==> config.mk <==
export PLATFORM = sky130hd
export DESIGN_NAME = fetch_unit
export DESIGN_NICKNAME = d
export VERILOG_FILES = /design/src/rtl/fetch_unit.sv
export SDC_FILE = /design/constraint.sdc
export NUM_CORES = 1
export LEC_CHECK = 0
export ABC_AREA = 1
export CAP_MARGIN = 20
export CORE_ASPECT_RATIO = 1.4
export CORE_MARGIN = 4
export CORE_UTILIZATION = 43
export DETAILED_ROUTE_END_ITERATION = 12
export PLACE_DENSITY = 0.8
export SLEW_MARGIN = 30
export SYNTH_ARGS = -nofsm -noshare
export SYNTH_HDL_FRONTEND = slang
export SYNTH_SLANG_ARGS = --single-unit
==> constraint.sdc <==
create_clock -name clk -period 2.53 [get_ports clk]
set_clock_uncertainty 0.2 [all_clocks]
set_input_delay 0.506 -clock clk [delete_from_list [all_inputs] [get_ports clk]]
set_output_delay 0.506 -clock clk [all_outputs]
set_load 0.01 [all_outputs]
==> src/rtl/fetch_unit.sv <==
// rtl/fetch_unit.sv - instruction fetch stage and program ROM initiator
//
// Owns the program counter, drives a combinational ROM read and registers the
// returned instruction for the decode stage over a valid/ready handshake.
// Optional performance counters are built when FETCH_PERF_CNT_EN is defined.
//
// Ports:
//   clk            in   system clock, rising-edge state updates
//   rst            in   synchronous active-high reset
//   rom_addr       out  ROM address, equal to the program counter
//   rom_inst       in   ROM read data for rom_addr (same cycle)
//   start          in   leave IDLE/HALT and begin/resume fetching
//   halt_req       in   stop fetching and enter HALT
//   redirect_valid in   jump/branch taken this cycle
//   redirect_addr  in   jump/branch target
//   inst           out  registered instruction to decode
//   inst_pc        out  address inst was fetched from
//   inst_valid     out  inst/inst_pc hold a valid instruction
//   inst_ready     in   decode accepts inst when inst_valid=1
//   running        out  FSM in RUN
//   halted         out  FSM in HALT
//   fetch_count    out  captures performed (FETCH_PERF_CNT_EN only)
//   bubble_count   out  RUN cycles with no valid instruction (FETCH_PERF_CNT_EN only)

module fetch_unit #(
  parameter int unsigned ADDR_W   = 4,
  parameter int unsigned INST_W   = 16,
  parameter int unsigned RESET_PC = 0
) (
  input  logic              clk,
  input  logic              rst,
  output logic [ADDR_W-1:0] rom_addr,
  input  logic [INST_W-1:0] rom_inst,
  input  logic              start,
  input  logic              halt_req,
  input  logic              redirect_valid,
  input  logic [ADDR_W-1:0] redirect_addr,
  output logic [INST_W-1:0] inst,
  output logic [ADDR_W-1:0] inst_pc,
  output logic              inst_valid,
  input  logic              inst_ready,
`ifdef FETCH_PERF_CNT_EN
  output logic [15:0]       fetch_count,
  output logic [15:0]       bubble_count,
`endif
  output logic              running,
  output logic              halted
);

  typedef enum logic [1:0] {
    S_IDLE = 2'd0,
    S_RUN  = 2'd1,
    S_HALT = 2'd2
  } state_e;

  state_e state_q, state_d;

  logic [ADDR_W-1:0] pc_q, pc_d;
  logic [INST_W-1:0] inst_q, inst_d;
  logic [ADDR_W-1:0] inst_pc_q, inst_pc_d;
  logic              inst_valid_q, inst_valid_d;
  logic              running_q, halted_q;

  logic              transfer;
  logic              capture;

  // ---------------------------------------------------------------------------
  // FSM: state register
  // ---------------------------------------------------------------------------
  always_ff @(posedge clk) begin
    if (rst) begin
      state_q <= S_IDLE;
    end else begin
      state_q <= state_d;
    end
  end

  // ---------------------------------------------------------------------------
  // FSM: next state. halt_req always beats start.
  // ---------------------------------------------------------------------------
  always_comb begin
    state_d = state_q;
    unique case (state_q)
      S_IDLE:  if (start && !halt_req) state_d = S_RUN;
      S_RUN:   if (halt_req)           state_d = S_HALT;
      S_HALT:  if (start && !halt_req) state_d = S_RUN;
      default:                         state_d = S_IDLE;
    endcase
  end

  // ---------------------------------------------------------------------------
  // FSM: outputs. A capture needs RUN, no halt or redirect this cycle, and room
  // in the instruction register (empty, or being drained by decode right now).
  // ---------------------------------------------------------------------------
  always_comb begin
    transfer = inst_valid_q && inst_ready;
    capture  = (state_q == S_RUN) && !halt_req && !redirect_valid &&
               (!inst_valid_q || inst_ready);
  end

  // ---------------------------------------------------------------------------
  // Datapath next state
  // ---------------------------------------------------------------------------
  always_comb begin
    pc_d         = pc_q;
    inst_d       = inst_q;
    inst_pc_d    = inst_pc_q;
    inst_valid_d = inst_valid_q;

    if (redirect_valid) begin
      // Flush: any transfer this cycle still completes, but nothing refills.
      pc_d         = redirect_addr;
      inst_valid_d = 1'b0;
    end else if (capture) begin
      inst_d       = rom_inst;
      inst_pc_d    = pc_q;
      inst_valid_d = 1'b1;
      pc_d         = pc_q + ADDR_W'(1);  // wraps modulo 2^ADDR_W
    end else if (transfer) begin
      inst_valid_d = 1'b0;
    end
  end

  always_ff @(posedge clk) begin
    if (rst) begin
      pc_q         <= ADDR_W'(RESET_PC);
      inst_q       <= '0;
      inst_pc_q    <= '0;
      inst_valid_q <= 1'b0;
      running_q    <= 1'b0;
      halted_q     <= 1'b0;
    end else begin
      pc_q         <= pc_d;
      inst_q       <= inst_d;
      inst_pc_q    <= inst_pc_d;
      inst_valid_q <= inst_valid_d;
      running_q    <= (state_d == S_RUN);
      halted_q     <= (state_d == S_HALT);
    end
  end

  assign rom_addr   = pc_q;
  assign inst       = inst_q;
  assign inst_pc    = inst_pc_q;
  assign inst_valid = inst_valid_q;
  assign running    = running_q;
  assign halted     = halted_q;

`ifdef FETCH_PERF_CNT_EN
  // ---------------------------------------------------------------------------
  // Saturating performance counters
  // ---------------------------------------------------------------------------
  logic [15:0] fetch_count_q;
  logic [15:0] bubble_count_q;
  logic        bubble;

  assign bubble = (state_q == S_RUN) && !inst_valid_q;

  always_ff @(posedge clk) begin
    if (rst) begin
      fetch_count_q  <= '0;
      bubble_count_q <= '0;
    end else begin
      if (capture && (fetch_count_q != 16'hFFFF)) begin
        fetch_count_q <= fetch_count_q + 16'd1;
      end
      if (bubble && (bubble_count_q != 16'hFFFF)) begin
        bubble_count_q <= bubble_count_q + 16'd1;
      end
    end
  end

  assign fetch_count  = fetch_count_q;
  assign bubble_count = bubble_count_q;
`endif

endmodule

After elaboration in Yosys (flattened, before gate mapping)

Cells that the tools add are included.

$add $sub $neg: 1
Equal/unequal tests: 4
Multiplexer cells: 7
Bitwise operators: 1
Reductions and logical operators: 15

Operator list:

| cell                                                 | count |
|---|---|
| two-way mux 4 bit                                    | 2 |
| logical AND 1 bit                                    | 5 |
| adder 4 x 1 -> 4 bit (second input constant)         | 1 |
| equality test 2 x 1 -> 1 bit (second input constant) | 2 |
| equality test 2 bit (second input constant)          | 2 |
| two-way mux 2 bit                                    | 2 |
| case mux 2 bit (2 select lines)                      | 1 |
| nonzero test 2 bit                                   | 2 |
| OR reduction 2 bit                                   | 2 |
| zero test 1 bit                                      | 3 |
| zero test 2 bit                                      | 1 |
| two-way mux 1 bit                                    | 2 |
| AND reduction 2 bit                                  | 1 |
| logical OR 1 bit                                     | 1 |
| NOT 1 bit                                            | 1 |

Register bits: 29
Output and inout bits: 27
Logic and storage cells: 35

Logic depth before layout (Yosys ltp)

Gate-level depths: netlist of run 1.

Word-level depth: 6
Gate-level depth with buffers: 8

Worst setup path after synthesis of run 1

Ideal clock, no wire load.

Kind: input-to-reg
Start point: in halt_req
End point: reg pc_q[3] (netlist: rom_addr[3])
Data arrival time: 1.151 ns
Setup slack: 1.062 ns
Stages on the path: 6
Path buffers: 0
Path through: inv_1 nand3_2 o21ai_0 nor2_1 nor2_1 nor2_1

Cells in the longest elaborated chain, start to end: 5

RTL lines:

| item                                | line | RTL |
|---|---|---|
| start: declaration                  | 35   | `input logic halt_req,` |
| zero test 1 bit                     | 97   | `capture = (state_q == S_RUN) && !halt_req && !redirect_valid &&` |
| logical AND 1 bit (3 in a row)      | 97   |  |
| nonzero test 2 bit (no source line) | --   |  |
| end signal: assignment              | 126  | `pc_q <= ADDR_W'(RESET_PC);` |
| end signal: assignment              | 133  | `pc_q <= pc_d;` |
| end: declaration                    | 58   | `logic [ADDR_W-1:0] pc_q, pc_d;` |

No other way between the ends.
A chain may end at the register's enable or synchronous reset.

Worst setup path after layout of run 1

Start point: reg pc_q[0] (netlist: rom_addr[0])
End point: out rom_addr[0]

RTL lines:

| item             | line | RTL |
|---|---|---|
| end: declaration | 32   | `output logic [ADDR_W-1:0] rom_addr,` |

No word-level cell between the ends.

==> key figures, run 1 <==
Logic synthesis
  – Synth unique cells: 24
  – Leading area contributor after synthesis: dfxtp_1
  – Commonest cells post-synth: 40 x nor2_1, 29 x dfxtp_1, 21 x o21ai_0, 18 x nand2_1, 9 x inv_1
  – Syn nets: 178
  – Post-Syn Area: 1170 um2
  – Sequential area share after synthesis: 0.497
  – Mapped Cells: 151
  – Most common cell in the netlist: nor2_1
  – Synth area leaders: dfxtp_1 50%, nor2_1 13%, o21ai_0 9.0%
  – Average size of a mapped cell: 7.73 um2
  – Number of synthesized register bits: 29
  – Yosys warning count: 0
  – Number of flops mapped to enable cells by yosys: 0
  – Synth top area share: 0.497
  – Commonest register cell after synthesis: dfxtp_1
  – Ys async rst share: 0

Global route
  – Number of global-route vias before repair: 1164
  – Pin count of the biggest net entering global routing: 23
  – Number of antenna violations at the first check in global routing: 0
  – Grt total ovfl: 0
  – Total GRT Usage: 0.179
  – Global-route wire length before repair: 4.93 mm

Die
  – IO Count: 53
  – Die area: 3620 um2
  – Row cnt: 22
  – Die Wd: 52.0 um
  – Initial Util: 0.446
  – Core area: 2620 um2
  – DIE HEIGHT: 69.7 um

Worst setup path
  – Worst EP arrival: 1.41 ns
  – Slowest Stage Delay on Critical Path: 0.60 ns
  – Top delay family on crit path: buffers and inverters
  – Crit-path max FO: 7
  – R2R setup slack: 1.07 ns
  – Worst path slowest cell: clkdlybuf4s50_1
  – Worst setup EP type: output pin
  – CP Cell Sequence: clkdlybuf4s50_1
  – WP buf/inv: 1
  – Crit path launch type: flip-flop
  – Critical path class: reg2out
  – Critical Path RT: 1.82 ns

Timing
  – Final Hold Vio Count: 0
  – Min Tclk post-route: 2.11 ns
  – Maximum clock rate: 473 MHz
  – RSZ-0062 raised after global routing: no
  – Final max-slew violation count: 0
  – Worst slew margin: 0.689
  – Final setup vio count: 0
  – Setup TNS: 0 ns
  – Hold_ws: 0.288 ns
  – Slew @ Worst Pin: 0.466 ns
  – Period utilization: 0.835

Placed design
  – Placed Instances: 234
  – Detailed Place HPWL: 2.26 mm
  – DP Area: 1690 um2
  – Final GP Congestion: 0.781
  – PortBufs: 52

Power and ir drop
  – P per Cell Area: 525 nW/um2
  – Pleak: 0.760 nW
  – VDD IR max: 420 uV

Finish
  – Fraction of final layout cells sized beyond drive strength 1: 0.102
  – Final net count: 232
  – Final Cell Area: 1760 um2
  – Multi-input gate area: 488 um2
  – Reg area: 581 um2
  – Ant. Diodes: 0
  – Filler cells: 232
  – P&R area growth vs syn: 50.8%
  – Final cell count without fillers: 242
  – Final Util: 0.673

CTS
  – Hold-fix buffers, CTS: 0
  – Worst-path clk slew: 0.09 ns
  – CTS H-tree depth: 2
  – Total CTS buffers: 5
  – TritonCTS clock tree: done
  – CTS root buf: clkbuf_4
  – Num Clock Sinks: 29
  – Clock Latency Late Sink: 0.32 ns
  – Maximum clock path buffer count: 2
  – Post-cts resize count: 0
  – Postcts setup bufs: 0

Run
  – Max Cap Viol: 0

Detailed routing
  – Drt pass-1 iters: 4
  – Iter 0 DRT Violations: 45
  – Final wirelength: 2.99 mm
  – Via count: 1173
  – Post-route ant nets: 0
  – Drt via density: 4.85
  – Residual DRC: 0
  – Average wire per standard cell: 12.4 um

Status
  – Outcome: finished clean

Min path
  – Worst hold-check path type: reg2reg
[cell families (layout without fill, tap and decap cells)]
group           after synthesis  after routing  share of synthesized area
simple gates                 72             72                      0.266
compound gates               31             31                      0.141
flops                        29             29                      0.497
buf+inv                      18             73                     0.0847
fa+ha+maj                     1              1                     0.0107
[registers in the layout, summed over array words and instances (netlist names)]
name,count
rom_addr,4
inst_valid,1
state_q,2
running,1
halted,1
inst,16
inst_pc,4
[final timing paths]
kind | startpoint | endpoint | depth (start not counted)
max | rom_addr[0]$_SDFFE_PP0P_ | rom_addr[0] | 1
min | inst_pc[0]$_SDFFE_PP0P_ | inst_pc[0]$_SDFFE_PP0P_ | 2
max reg2reg | rom_addr[0]$_SDFFE_PP0P_ | rom_addr[2]$_SDFFE_PP0P_ | 6
min reg2reg | inst_pc[0]$_SDFFE_PP0P_ | inst_pc[0]$_SDFFE_PP0P_ | 2
[report_power, final]
| part | internal [mW] | total [mW] | switching (mW) |
|---|---|---|---|
| logic | 0.0722 | 0.123 | 0.0508 |
| clock network | 0.161 | 0.319 | 0.158 |
| registers | 0.471 | 0.483 | 0.0121 |
[per-stage QoR]
step / total power [mW] / setup WS, ns
after CTS: 0.934 / 0.411
final: 0.925 / 0.416
after global routing: 0.978 / 0.369
after floorplan: 0.542 / 1.06
after global placement: 0.613 / 0.464
after detailed placement: 0.617 / 0.391
[layout make-up]
cell class	instances	share of cell area
Sequential cell	29	0.330
Timing Repair Buffer	54	0.304
Multi-Input combinational cell	104	0.277
Clock buffer	7	0.0370
Tap cell	36	0.0256
Inverter	11	0.0235
Clock inverter	1	0.00284
[placed cells by master (no fill, tap or decap), drive strengths merged]
| cell type | synthesis | routed |
|---|---|---|
| nor2 | 41 | 41 |
| a21oi | 8 | 8 |
| clkdlybuf4s50 | 0 | 52 |
| or2 | 1 | 1 |
| inv | 11 | 11 |
| a211oi | 1 | 1 |
| o21ai | 22 | 22 |
| nand2 | 21 | 21 |
| ha | 1 | 1 |
| nand3 | 6 | 6 |
| nor3 | 2 | 2 |
| clkbuf | 2 | 7 |
| clkinv | 0 | 1 |
| nand4 | 1 | 1 |
| dfxtp | 29 | 29 |
| buf | 5 | 2 |
[metal layers]
layer | GRT usage | routed length, um | vias up
li1 | - | - | 589
met1 | 0.194 | 1140 | 527
met2 | 0.315 | 1580 | 52
met3 | 0.0473 | 223 | 5
met4 | 0.0700 | 50 | 0
met5 | 0 | 0 | -
Power figures use the tool's default switching activity.
==> run 2: changes to the inputs <==
--- a/config.mk
+++ b/config.mk
@@ -9,9 +9,9 @@
 export CAP_MARGIN = 20
 export CORE_ASPECT_RATIO = 1.4
 export CORE_MARGIN = 4
-export CORE_UTILIZATION = 43
+export CORE_UTILIZATION = 36
 export DETAILED_ROUTE_END_ITERATION = 12
-export PLACE_DENSITY = 0.8
+export PLACE_DENSITY = 0.71
 export SLEW_MARGIN = 30
 export SYNTH_ARGS = -nofsm -noshare
 export SYNTH_HDL_FRONTEND = slang
==> constraint.sdc (replaced) <==
create_clock -name clk -period 1.8 [get_ports clk]
set_clock_uncertainty 0.2 [all_clocks]
set_input_delay 0.36 -clock clk [delete_from_list [all_inputs] [get_ports clk]]
set_output_delay 0.36 -clock clk [all_outputs]
set_load 0.01 [all_outputs]
==> key figures, run 2 (synthesized netlist as in run 1, its figures left out) <==
Status
  – Outcome: finished clean

Power and ir drop
  – P per Cell Area: 822 nW/um2 (+56%)
  – Pleak: 0.858 nW (+13%)
  – Sw Pwr: 0.327 mW (+48%)
  – Combinational Power Share: 0.123 (-0.010)
  – Sw Share: 0.210 (-0.0286)
  – VDD IR max: 511 uV (+22%)
  – Sequential share of power: 0.435 (-0.087)
  – Clock power frac: 0.442 (+0.097)
  – Overall power: 1.55 mW (+68%)
  – Pint: 1.23 mW (+74%)

Worst setup path
  – Top delay family on crit path: buffers and inverters
  – R2R setup slack: 0.33 ns (-0.74 ns)
  – Worst path slowest cell: clkdlybuf4s50_1
  – Crit-path max FO: 2 (-5)
  – CP Cell Sequence: clkdlybuf4s50_1
  – Crit path launch type: flip-flop
  – Critical Path RT: 1.24 ns (-0.58 ns)
  – Worst EP arrival: 1.17 ns (-0.24 ns)
  – Critical path class: reg2out
  – WP buf/inv: 1 (unchanged)
  – Slowest Stage Delay on Critical Path: 0.55 ns (-0.05 ns)
  – Worst setup EP type: output pin

Detailed routing
  – Final wirelength: 2.95 mm (-1.5%)
  – Via count: 1152 (-1.8%)
  – Average wire per standard cell: 11.6 um (-6.6%)
  – Iter 0 DRT Violations: 22 (-51%)
  – Drt pass-1 iters: 4 (unchanged)
  – Drt via density: 4.52 (-6.8%)
  – Post-route ant nets: 0 (unchanged)
  – Residual DRC: 0 (unchanged)

Placed design
  – Detailed Place HPWL: 2.28 mm (+1.1%)
  – Setup WS pre-CTS: -0.0763 ns (-0.467 ns)
  – PortBufs: 52 (unchanged)
  – Final GP Congestion: 0.813 (+4.2%)

Finish
  – Commonest cells after routing, fill and taps aside: 50 x clkdlybuf4s50_1, 40 x nor2_1, 28 x dfxtp_1
  – Fraction of final layout cells sized beyond drive strength 1: 0.144 (+0.0416)
  – Most common cell after layout, fill and taps aside: clkdlybuf4s50_1
  – Ant. Diodes: 0 (unchanged)
  – Final Util: 0.606 (-0.0674)
  – Final net count: 242 (+4.3%)
  – P&R area growth vs syn: 62.1%
  – Max reg flops: 16 (unchanged)

Timing
  – Final setup margin: 0.0658 ns (-0.351 ns)
  – Min Tclk post-route: 1.73 ns
  – Final Hold Vio Count: 0 (unchanged)
  – Maximum clock rate: 577 MHz
  – Period utilization: 0.963
  – Setup TNS: 0 ns (unchanged)
  – Slew @ Worst Pin: 0.252 ns (-0.213 ns)
  – Final max-slew violation count: 0 (unchanged)
  – Worst slew margin: 0.832 (+0.142)
  – RSZ-0062 raised after global routing: no
  – Final setup vio count: 0 (unchanged)

Global route
  – Global-route wire length before repair: 4.80 mm (-2.7%)
  – Number of global-route vias before repair: 1095 (-5.9%)
  – Total GRT Usage: 0.147 (-0.0313)
  – Pin count of the biggest net entering global routing: 23 (unchanged)
  – Number of antenna violations at the first check in global routing: 0 (unchanged)
  – Grt total ovfl: 0 (unchanged)

Min path
  – Worst hold-check path type: reg2reg

Run
  – Max Cap Viol: 0 (unchanged)

CTS
  – Num Clock Sinks: 29 (unchanged)
  – Postcts setup bufs: 0 (unchanged)
  – Maximum clock path buffer count: 2 (unchanged)
  – Total CTS buffers: 5 (unchanged)
  – TritonCTS clock tree: done
  – CTS H-tree depth: 2 (unchanged)
  – CTS root buf: clkbuf_8
  – Worst-path clk slew: 0.06 ns (-0.03 ns)
  – Hold-fix buffers, CTS: 0 (unchanged)
  – Clock Latency Late Sink: 0.28 ns (-0.04 ns)

Die
  – DIE HEIGHT: 75.4 um (+8.2%)
  – IO Count: 53 (unchanged)
  – Initial Util: 0.374 (-0.0726)
  – Core area: 3120 um2 (+19%)
  – Die area: 4230 um2 (+17%)
  – Row cnt: 24 (+9.1%)
  – Die Wd: 56.1 um (+7.9%)
[run 2: final cells by class]
cell class              instances  area (um2)
repair buffers                 64         616
well taps                      39        48.8
multi-input cells             104         488
clock inverters                 1        30.0
clock buffers                   7        86.3
fillers                       300        1230
flip-flops and latches         29         582
inverters                      11        41.3
[run 2: final timing paths]
path	start	to	cells after the start
max	inst_pc[3]$_SDFFE_PP0P_	inst_pc[3]	1
min	inst_pc[0]$_SDFFE_PP0P_	inst_pc[0]$_SDFFE_PP0P_	2
max reg2reg	rom_addr[0]$_SDFFE_PP0P_	rom_addr[2]$_SDFFE_PP0P_	7
min reg2reg	inst_pc[0]$_SDFFE_PP0P_	inst_pc[0]$_SDFFE_PP0P_	2
[run 2: repair_timing]
item                       4_1_cts  5_1_grt
resized for setup                1        2
pin swaps                        0        0
cloned                           0        0
setup endpoints to repair        1        2
[run 2: power groups by stage]
stage                     combinational, mW  sequential (mW)  clock [mW]
after CTS                             0.195            0.676       0.705
final                                 0.191            0.676       0.688
after global placement                0.191            0.689           0
after global routing                  0.209            0.678       0.739
after detailed placement              0.193            0.690           0
after floorplan                      0.0612            0.700           0
[run 2: routing by layer]
metal | vias up | global-route usage | share of wire | routed length, um
met2 | 34 | 0.264 | 0.52 | 1530
met4 | 0 | 0.108 | 0.029 | 86
met3 | 7 | 0.0339 | 0.054 | 158
met1 | 504 | 0.152 | 0.40 | 1170
met5 | - | 0 | 0 | 0
li1 | 607 | - | - | -
[run 2: through the flow]
step | hold WS [ns] | cell area [um2] | instances
floorplan | 0.238 | 1170 | 151
detailed placement | 0.264 | 1770 | 247
global route | 0.306 | 1890 | 255
finish | 0.270 | 1890 | 255
CTS | 0.275 | 1890 | 255
global placement | 0.260 | 1770 | 247
==> run 3: changes to the inputs <==
--- a/config.mk
+++ b/config.mk
@@ -9,9 +9,9 @@
 export CAP_MARGIN = 20
 export CORE_ASPECT_RATIO = 1.4
 export CORE_MARGIN = 4
-export CORE_UTILIZATION = 36
+export CORE_UTILIZATION = 40
 export DETAILED_ROUTE_END_ITERATION = 12
-export PLACE_DENSITY = 0.71
+export PLACE_DENSITY = 0.75
 export SLEW_MARGIN = 30
 export SYNTH_ARGS = -nofsm -noshare
 export SYNTH_HDL_FRONTEND = slang
==> constraint.sdc (replaced) <==
create_clock -name clk -period 1.9 [get_ports clk]
set_clock_uncertainty 0.2 [all_clocks]
set_input_delay 0.38 -clock clk [delete_from_list [all_inputs] [get_ports clk]]
set_output_delay 0.38 -clock clk [all_outputs]
set_load 0.01 [all_outputs]
==> key figures, run 3 (synthesized netlist as in run 1, its figures left out) <==
Worst setup path
  – Worst setup EP type: output pin
  – Worst path slowest cell: clkdlybuf4s50_1
  – Worst reg2reg endpoint: rom_addr[2]$_SDFFE_PP0P_
  – WP buf/inv: 1 (unchanged)
  – Worst reg2reg startpoint: rom_addr[0]$_SDFFE_PP0P_
  – Levels on crit path: 1 (unchanged)
  – Top delay family on crit path: buffers and inverters
  – Critical path class: reg2out
  – Slowest Stage Delay on Critical Path: 0.54 ns (about the same)
  – Crit-path max FO: 7 (+5)
  – R2R setup slack: 0.50 ns (+0.17 ns)
  – CP Cell Sequence: clkdlybuf4s50_1
  – Crit path launch type: flip-flop
  – Worst EP arrival: 1.27 ns (+0.10 ns)
  – Worst R2R Path Depth: 6 (-1)
  – Critical Path RT: 1.32 ns (+0.08 ns)

CTS
  – Maximum clock path buffer count: 2 (unchanged)
  – TritonCTS clock tree: done
  – CTS root buf: clkbuf_4
  – Num Clock Sinks: 29 (unchanged)
  – Total CTS buffers: 5 (unchanged)
  – Hold-fix buffers, CTS: 0 (unchanged)
  – Postcts setup bufs: 0 (unchanged)
  – Clock Latency Late Sink: 0.33 ns (+0.05 ns)
  – Worst-path clk slew: 0.09 ns (+0.03 ns)
  – CTS H-tree depth: 2 (unchanged)

Finish
  – Final net count: 238 (-1.7%)
  – Final Util: 0.678 (+0.0723)
  – Max reg flops: 16 (unchanged)
  – Ant. Diodes: 0 (unchanged)
  – Most common cell after layout, fill and taps aside: clkdlybuf4s50_1
  – Fraction of final layout cells sized beyond drive strength 1: 0.137 (-0.00673)
  – P&R area growth vs syn: 56.7%
  – Commonest cells after routing, fill and taps aside: 51 x clkdlybuf4s50_1, 40 x nor2_1, 26 x dfxtp_1

Timing
  – Setup TNS: 0 ns (unchanged)
  – Hold_ws: 0.302 ns (+0.0318 ns)
  – Maximum clock rate: 541 MHz
  – Slew @ Worst Pin: 0.238 ns (-0.0142 ns)
  – Worst slew margin: 0.839 (+0.00797)
  – Final max-slew violation count: 0 (unchanged)
  – Min Tclk post-route: 1.85 ns
  – Period utilization: 0.972
  – RSZ-0062 raised after global routing: no
  – Final Hold Vio Count: 0 (unchanged)
  – Final setup vio count: 0 (unchanged)

Global route
  – Grt total ovfl: 0 (unchanged)
  – Global-route wire length before repair: 4.81 mm (+0.15%)
  – Number of antenna violations at the first check in global routing: 0 (unchanged)
  – Total GRT Usage: 0.170 (+0.0228)
  – Pin count of the biggest net entering global routing: 23 (unchanged)
  – Number of global-route vias before repair: 1175 (+7.3%)

Placed design
  – Detailed Place HPWL: 2.31 mm (+1.1%)
  – Final GP Congestion: 0.787 (-3.2%)
  – PortBufs: 52 (unchanged)

Die
  – Row cnt: 22 (-8.3%)
  – IO Count: 53 (unchanged)
  – Die Wd: 53.7 um (-4.4%)
  – Die area: 3860 um2 (-8.8%)
  – DIE HEIGHT: 71.9 um (-4.6%)
  – Core area: 2700 um2 (-14%)
  – Initial Util: 0.433 (+0.0589)

Detailed routing
  – Average wire per standard cell: 12.3 um (+6.3%)
  – Residual DRC: 0 (unchanged)
  – Via count: 1199 (+4.1%)
  – Iter 0 DRT Violations: 16 (-27%)
  – Drt pass-1 iters: 5 (+1)
  – Drt via density: 4.83 (+7.0%)
  – Final wirelength: 3.05 mm (+3.4%)
  – Post-route ant nets: 0 (unchanged)

Min path
  – Min-Delay Startpoint: inst_pc[0]$_SDFFE_PP0P_
  – Worst hold-check path type: reg2reg
  – Hold EP: inst_pc[0]$_SDFFE_PP0P_
  – Worst hold path stage count: 2 (unchanged)

Power and ir drop
  – Sequential share of power: 0.480 (+0.045)
  – Pint: 1.05 mW (-15%)
  – Sw Share: 0.220 (+0.00976)
  – Combinational Power Share: 0.130 (+0.007)
  – Sw Pwr: 0.295 mW (-9.8%)
  – Pleak: 0.811 nW (-5.5%)
  – VDD IR max: 556 uV (+8.8%)
  – P per Cell Area: 732 nW/um2 (-11%)
  – Clock power frac: 0.390 (-0.052)

Status
  – Outcome: finished clean

Run
  – Max Cap Viol: 0 (unchanged)
==> run 3: cell count changes in the layout (fill, tap and decap cells not counted), moves of 2 or more <==
cell / before / now
clkbuf_4: 0 / 5
clkbuf_8: 6 / 1
buf_4: 12 / 8
dfxtp_1: 28 / 26
==> run 3: worst max-delay path by stage <==
stage / start / endpoint
3_5_place_dp: halt_req / rom_addr[2]$_SDFFE_PP0P_
2_1_floorplan: rom_addr[0]$_SDFFE_PP0P_ / rom_addr[2]$_SDFFE_PP0P_
3_3_place_gp: halt_req / rom_addr[1]$_SDFFE_PP0P_
5_1_grt: rom_addr[1]$_SDFFE_PP0P_ / rom_addr[1]
4_1_cts: rom_addr[0]$_SDFFE_PP0P_ / rom_addr[0]
6_report: rom_addr[0]$_SDFFE_PP0P_ / rom_addr[0]
==> run 3: area by class of cell <==
cell class / count / area (um2)
timing repair buffer: 60 / 583
fill: 244 / 868
clock inverter: 1 / 30.0
inverter: 11 / 41.3
multi-input combinational: 104 / 488
sequential: 29 / 587
clock buffer: 7 / 55.1
tap: 36 / 45.0
==> run 3: timing repair <==
| item | CTS | global route |
|---|---|---|
| endpoints found under the hold margin | 0 | 0 |
| endpoints found under the setup margin | 3 | 2 |
| gates cloned | 0 | 0 |
| resized for setup | 3 | 2 |
==> run 3: through the flow <==
| step | area, um2 | cells | total power [mW] | setup slack, ns |
|---|---|---|---|---|
| after detailed placement | 1740 | 240 | 0.831 | 0.0439 |
| after CTS | 1820 | 248 | 1.35 | 0.0168 |
| final | 1830 | 248 | 1.34 | 0.0523 |
| after global routing | 1830 | 248 | 1.40 | 0.00414 |
| after floorplan | 1170 | 151 | 0.721 | 0.519 |
| after global placement | 1740 | 240 | 0.826 | 0.0716 |
==> run 3: metal layers <==
metal,routed length [um],track usage,up-vias
met5,0,0,-
met4,65,0.0852,0
met3,203,0.0472,8
met2,1600,0.314,46
met1,1180,0.165,542
li1,-,-,603
==> run 3: power by group through the flow <==
stage	Sequential, mW	Clock, mW	Combinational (mW)
after detailed placement	0.657	0	0.174
after floorplan	0.663	0	0.0580
after CTS	0.644	0.530	0.176
after global placement	0.657	0	0.169
final	0.644	0.522	0.174
after global routing	0.646	0.561	0.189
